$ cat src/rtl/i2s_stereo_tx.sv
// Stereo I2S / left-justified transmitter for the PmodI2S DAC.
// A one-deep holding register takes a left/right pair from the synthesiser
// path. Each frame is serialised MSB-first into two SLOT_W-bit slots, with
// data changing only on SCLK falling edges.
module i2s_stereo_tx #(
  parameter int DATA_W   = 16,
  parameter int SLOT_W   = 32,
  parameter int MCLK_DIV = 25,
  parameter int SCLK_DIV = 50,
  parameter int I2S_MODE = 1
) (
  input  logic              clk,
  input  logic              rst,
  input  logic [DATA_W-1:0] l_sample,
  input  logic [DATA_W-1:0] r_sample,
  input  logic              sample_valid,
  output logic              sample_ready,
  output logic              MCLK,
  output logic              SCLK,
  output logic              LRCLK,
  output logic              sig_out,
  output logic              underrun
);

  localparam int MC_W  = (MCLK_DIV > 1) ? $clog2(MCLK_DIV) : 1;
  localparam int SC_W  = (SCLK_DIV > 1) ? $clog2(SCLK_DIV) : 1;
  localparam int IDX_W = $clog2(2 * SLOT_W);

  localparam logic [MC_W-1:0]  MC_LAST  = MC_W'(MCLK_DIV - 1);
  localparam logic [SC_W-1:0]  SC_LAST  = SC_W'(SCLK_DIV - 1);
  localparam logic [IDX_W-1:0] IDX_LAST = IDX_W'(2 * SLOT_W - 1);
  localparam logic [IDX_W-1:0] IDX_SLOT = IDX_W'(SLOT_W);
  localparam logic [IDX_W-1:0] MODE_P   = IDX_W'(I2S_MODE);
  localparam logic [IDX_W-1:0] DATA_END = IDX_W'(DATA_W + I2S_MODE);

  logic [MC_W-1:0]   mclk_cnt;
  logic [SC_W-1:0]   sclk_cnt;
  logic [IDX_W-1:0]  bit_idx;
  logic [DATA_W-1:0] hold_l, hold_r;
  logic              hold_full;
  logic [DATA_W-1:0] shift_l, shift_r;

  logic              sclk_fall;
  logic              frame_load;
  logic [IDX_W-1:0]  next_idx;
  logic [IDX_W-1:0]  slot_pos;
  logic              next_right;
  logic              in_data;
  logic              next_bit;
  logic [DATA_W-1:0] cur_l, cur_r, cur_s, shifted;

  // Handshake: a pair moves into the hold register on any clk edge where
  // sample_valid && sample_ready. sample_ready is simply "hold empty", so a
  // valid held high while ready is low never causes a duplicate acceptance.
  assign sample_ready = ~hold_full;

  // Next bit position and the bit it emits; a frame load uses the freshly
  // loaded pair for its very first bit.
  always_comb begin
    sclk_fall  = SCLK && (sclk_cnt == SC_LAST);
    next_idx   = (bit_idx == IDX_LAST) ? '0 : bit_idx + IDX_W'(1);
    frame_load = sclk_fall && (next_idx == '0);
    next_right = (next_idx >= IDX_SLOT);
    slot_pos   = next_right ? next_idx - IDX_SLOT : next_idx;
    cur_l      = (frame_load && hold_full) ? hold_l : shift_l;
    cur_r      = (frame_load && hold_full) ? hold_r : shift_r;
    cur_s      = next_right ? cur_r : cur_l;
    in_data    = (slot_pos >= MODE_P) && (slot_pos < DATA_END);
    shifted    = cur_s << (slot_pos - MODE_P);
    next_bit   = in_data & shifted[DATA_W-1];
  end

  // MCLK divider: toggle every MCLK_DIV clk cycles.
  always_ff @(posedge clk) begin
    if (rst) begin
      mclk_cnt <= '0;
      MCLK     <= 1'b0;
    end else if (mclk_cnt == MC_LAST) begin
      mclk_cnt <= '0;
      MCLK     <= ~MCLK;
    end else begin
      mclk_cnt <= mclk_cnt + MC_W'(1);
    end
  end

  // SCLK divider: toggle every SCLK_DIV clk cycles.
  always_ff @(posedge clk) begin
    if (rst) begin
      sclk_cnt <= '0;
      SCLK     <= 1'b0;
    end else if (sclk_cnt == SC_LAST) begin
      sclk_cnt <= '0;
      SCLK     <= ~SCLK;
    end else begin
      sclk_cnt <= sclk_cnt + SC_W'(1);
    end
  end

  // Serialiser: advance position, LRCLK and data on each SCLK falling edge;
  // at the frame start load the held pair or repeat the last one.
  always_ff @(posedge clk) begin
    if (rst) begin
      bit_idx  <= IDX_LAST;
      LRCLK    <= 1'b0;
      sig_out  <= 1'b0;
      shift_l  <= '0;
      shift_r  <= '0;
      underrun <= 1'b0;
    end else begin
      underrun <= 1'b0;
      if (sclk_fall) begin
        bit_idx <= next_idx;
        LRCLK   <= next_right;
        sig_out <= next_bit;
        if (frame_load) begin
          if (hold_full) begin
            shift_l <= hold_l;
            shift_r <= hold_r;
          end else begin
            underrun <= 1'b1;
          end
        end
      end
    end
  end

  // Holding register: accept only while empty; the frame load drains it.
  // Acceptance and load are exclusive because one needs empty, the other full.
  always_ff @(posedge clk) begin
    if (rst) begin
      hold_full <= 1'b0;
      hold_l    <= '0;
      hold_r    <= '0;
    end else if (sample_valid && !hold_full) begin
      hold_l    <= l_sample;
      hold_r    <= r_sample;
      hold_full <= 1'b1;
    end else if (frame_load && hold_full) begin
      hold_full <= 1'b0;
    end
  end

endmodule

$ cat config.mk
export PLATFORM = sky130hd
export DESIGN_NAME = i2s_stereo_tx
export DESIGN_NICKNAME = d
export VERILOG_FILES = /design/src/rtl/i2s_stereo_tx.sv
export SDC_FILE = /design/constraint.sdc
export NUM_CORES = 1
export LEC_CHECK = 0
export BUFFER_PORTS_ARGS = -buffer_cell sky130_fd_sc_hd__buf_2
export CORE_UTILIZATION = 63
export DETAILED_ROUTE_END_ITERATION = 7
export HOLD_SLACK_MARGIN = 0.15
export PLACE_DENSITY = 0.85
export SYNTH_ARGS = -nofsm -noshare
export SYNTH_HDL_FRONTEND = slang
export SYNTH_SLANG_ARGS = --single-unit
$ cat constraint.sdc
create_clock -name clk -period 7.5 [get_ports clk]
set_input_delay 1.5 -clock clk [delete_from_list [all_inputs] [get_ports clk]]
set_output_delay 1.5 -clock clk [all_outputs]
set_load 0.02 [all_outputs]
Word level (Yosys, flattened, before mapping)
Index checks and enable logic that the tools add are counted.
- flip-flop bits (word level): 87
- latch bits: 0
- memory bits (writable): 0
- memory bits (read-only): 0
- logic and storage cells: 51
- memories kept: 0
- add/subtract/negate cells: 5
- multiply operators: 0
- div/mod/pow operators: 0
- order comparisons: 3
- equality and inequality tests: 3
- shifts and indexed selects: 1
- multiplexer cells: 8
- bitwise operators: 6
- reduce and logical (&&, ||, !) cells: 12
- operators by type and width (kind ; count):
    two-way mux 16 bit ; 3
    << shifter 16 x 6 -> 16 bit ; 1
    adder 6 x 1 -> 6 bit, second input constant ; 2
    == test 6 bit, second input constant ; 2
    two-way mux 6 bit ; 2
    >= comparator 6 x 1 -> 1 bit, second input constant ; 1
    >= comparator 6 bit, second input constant ; 1
    logical NOT 6 bit ; 1
    < comparator 6 x 5 -> 1 bit, second input constant ; 1
    subtractor 6 x 1 -> 6 bit, second input constant ; 1
    subtractor 6 bit, second input constant ; 1
    adder 5 x 1 -> 5 bit, second input constant ; 1
    == test 5 bit, second input constant ; 1
    logical AND 1 bit ; 5
    NOT 1 bit ; 5
    OR reduction 2 bit ; 2
    two-way mux 1 bit ; 3
    AND reduction 3 bit ; 1
    OR reduction 3 bit ; 1
    nonzero test 2 bit ; 1
    bitwise AND 1 bit ; 1
    logical NOT 1 bit ; 1

Logic depth before layout (Yosys ltp)
- depth in word-level cells: 9
- depth in mapped cells: 12

Worst setup path before layout
No wires, ideal clock.
- path kind: reg-to-reg
- start: register bit_idx[0]
- end: register sig_out
- arrival time: 2.360 ns
- slack: 5.020 ns
- cell stages (with the launch flop): 11
- path buffers: 1
- path through: dfxtp_1 -> ha_1 -> buf_2 -> xnor2_1 -> nand3_1 -> a211oi_4 -> mux4_2 -> nor4_1 -> nor4_2 -> nand3_1 -> nand3_1
- word-level cells in the longest chain between the ends: 9
- RTL lines (what ; RTL line ; RTL):
    from (decl) ; 38 ; logic [IDX_W-1:0] bit_idx;
    from (signal assigned) ; 112 ; bit_idx <= next_idx;
    adder 6 x 1 -> 6 bit or == test 6 bit (tied branches) ; 61 ; next_idx = (bit_idx == IDX_LAST) ? '0 : bit_idx + IDX_W'(1);
    two-way mux 6 bit * ; 61 ;
    branches (longest 6 deep; another with subtractor 6 bit) ; -- ;
    bitwise AND 1 bit * ; 70 ; next_bit = in_data & shifted[DATA_W-1];
    to (signal assigned) ; 114 ; sig_out <= next_bit;
    to (decl) ; 21 ; output logic sig_out,
Every way passes the cells marked *.
A chain may end at the register's enable or synchronous reset.

Final worst setup path
Same ends and word-level chain as after synthesis.

==> qor.yml <==
power:
  clkPwrFrac_pct: 35.6
  pwr-share-comb_pct: 5.5
  leakage_nw: 1.65
  switchingPower_mw: 0.201
  vdd_drop_max_mv: 0.167
  p_sw_share_pct: 24.4
  seq_power_share_pct: 58.8
  power_mw: 0.823
  p_int_mw: 0.621
  p_per_area_nw_per_um2: 189
floorplanning:
  fp.coreArea_sq_um: 6060
  pin_count: 41
  fp.dieW_microns: 82.0
  die_area_sq_um: 6730
  start_util_pct: 66.6
  rows: 28
  die_h_microns: 82.0
global_routing:
  track_usage_pct: 27.2
  grt_pass1_wl_microns: 13800
  globalRouteOverflowTotal: 0
  grt_max_degree: 80
  antenna_found_initial: 0
  grt_pass1_vias: 3081
timing:
  hold_viol: 0
  period_minus_slack_ps: 3430
  fmax_mhz: 291
  setup_viol: 0
  slew_headroom_pct: 19.6
  max_slew.worst_pin.slew_ps: 1200
  rsz0062_at_grt: "no"
  post-route-period-util_pct: 45.8
  setup_tns_ps: 0
  clock-skew-final_ps: 8.75
  slew_viol_final: 0
critical_path:
  slowest_delay_ps: 760
  timing.rr.end: "sig_out"
  crit_fanout: 18
  cp-end-kind: "register"
  crit_chain: "ha_1 > a41oi_2 > a211oi_4 > mux4_2 > nor4_1 > nor4_2 > nand3_1 > nand3_1"
  cp_top_family: "compound AO/OA/AOI/OAI gates"
  r2r_setup_slack_ps: 4070
  reg2reg_from: "bit_idx[0]"
  worst_ep_arrival_time_ps: 3670
  crit_buf_inv: 0
  path_class: "reg2reg"
  start_kind: "register"
  rr_worst_depth: 8
  slowest_stage: "a211oi_4"
  crit_top_cell: "nand3_1"
  critPathRequiredTime_ps: 7740
outcome:
  status: "finished, final reports clean"
final_layout:
  syn2layout_area_growth_pct: 7.82
  nNetsFinal: 566
  diodes: 0
  most-common-layout-cells: "nand2_1 (144), dfxtp_1 (87), a21oi_1 (67), buf_2 (40), nor2_1 (32)"
  final_common_cell: "nand2_1"
  drive_above_1_share_pct: 14.2
route:
  firstDrtPassIters: 5
  via_per_inst: 5.77
  ant_nets: 0
  wl_per_cell_microns: 14.3
  drc_errors: 0
  via_count: 3483
  routed_wl_microns: 8660
  drt_iter0_markers: 246
clock_tree:
  cts_buffers: 9
  cts_max_level: 3
  cts_tree: "done"
  cts-resized-gates: 0
  cts_setup_buffers: 0
  cts.sinks: 87
  clk_latency_ps: 350
  cts_root_buf: "clkbuf_8"
  cts_buffer_depth: 2
  clk_pin_slew_ps: 90
  hold_buffers: 0
logic_synthesis:
  yosys-top-cells-area: "dfxtp_1 (43%), nand2_1 (13%), a21oi_1 (8.3%)"
  yosysWarnings: 0
  synth_seq_cells: 87
  synth.avg_cell_area_sq_um: 7.97
  syn_area_sq_um: 4030
  synthArstFlopShare_pct: 0
  yosysTopAreaCellShare_pct: 43.2
  synth_top_flop_cell: "dfxtp_1"
  yosysSeqAreaShare_pct: 43.2
  synth-edff-count: 0
  yosysUniqueCellTypes: 52
  synth_fp_nets: 548
  synth_top_area_cell: "dfxtp_1"
  synth_cells: 506
hold_path:
  hp-start: "shift_l[7]"
  min_path_type: "reg2reg"
  min_to: "shift_l[7]"
  hold-path-cell-count: 2
flow_run:
  cap_viol_max_count: 0
placement:
  gp_congestion: 0.952
  dp_hpwl_microns: 5730
  io_buffers: 40
-- area by class of cell --
cell class / count / area, sq um
Clock inverter: 5 / 33.8
Inverter: 11 / 41.3
Sequential cell: 87 / 1740
Tap cell: 75 / 93.8
Clock buffer: 11 / 141
Multi-Input combinational cell: 372 / 2070
Fill cell: 503 / 1710
Timing Repair Buffer: 43 / 223
-- layer usage --
metal / GRT usage [%] / part of all wire (%)
met5: 0 / 0
met3: 4.56 / 5.0
met2: 44.0 / 47
met1: 34.7 / 45
met4: 13.9 / 3.2
-- tightest hold or removal path, cell delays in order, from the launching register on --
cell and delay (ps):
dfxtp_1 320, nand2_1 50, a21oi_1 50
-- logic make-up after synthesis --
| kind of cell | count (synthesis) | share of synthesized area (%) |
|---|---|---|
| fa+ha+maj | 7 | 2.17 |
| xor+xnor | 15 | 3.26 |
| mux | 19 | 5.52 |
| flops | 87 | 43.2 |
| buf+inv | 47 | 5.46 |
| simple gates | 229 | 24.4 |
| compound gates | 102 | 16.0 |
-- through the flow --
step	setup slack [ps]	utilization (%)	hold WS, ps	instances	area [sq um]
5_1_grt	3770	71.8	477	604	4350
6_report	4070	71.8	452	604	4350
3_5_place_dp	4160	68.9	441	588	4170
2_1_floorplan	5020	-	427	506	4030
4_1_cts	4120	71.8	450	604	4350
3_3_place_gp	4220	68.9	435	588	4170
-- synth_stat cells (all sizes together), types with 2 or more instances --
master,number
xor2,6
ha,7
nand4,4
a211oi,3
a31oi,3
nand2,144
o31ai,2
a211o,3
nand2b,5
o21ai,5
nor3,6
nand3b,2
clkbuf,20
nor2,32
a21oi,67
mux4,2
nor4,4
and2,4
mux2i,11
inv,11
buf,16
a22oi,3
nand3,18
o2111ai,3
mux2,6
nor2b,4
dfxtp,87
a2111oi,2
xnor2,9
-- worst max-delay path by stage --
stage	from	end	cells past startpoint
floorplan	bit_idx[0]	sig_out	10
global placement	bit_idx[0]	sig_out	9
detailed placement	bit_idx[0]	sig_out	9
CTS	bit_idx[0]	sig_out	8
global route	bit_idx[0]	sig_out	8
finish	bit_idx[0]	sig_out	8
-- sequential cells by signal (all words and copies together), names as in the netlist --
name	count
LRCLK	1
sig_out	1
MCLK	1
hold_r	16
shift_l	16
SCLK	1
hold_full	1
sclk_cnt	6
bit_idx	6
underrun	1
hold_l	16
mclk_cnt	5
shift_r	16
-- power groups by stage --
stage | registers [mW] | logic (mW) | clock network (mW)
after global routing | 0.486 | 0.0514 | 0.315
after global placement | 0.494 | 0.0435 | 0
after CTS | 0.484 | 0.0459 | 0.296
final | 0.484 | 0.0455 | 0.293
after detailed placement | 0.495 | 0.0457 | 0
after floorplan | 0.492 | 0.0305 | 0
Power figures use the tool's default switching activity.
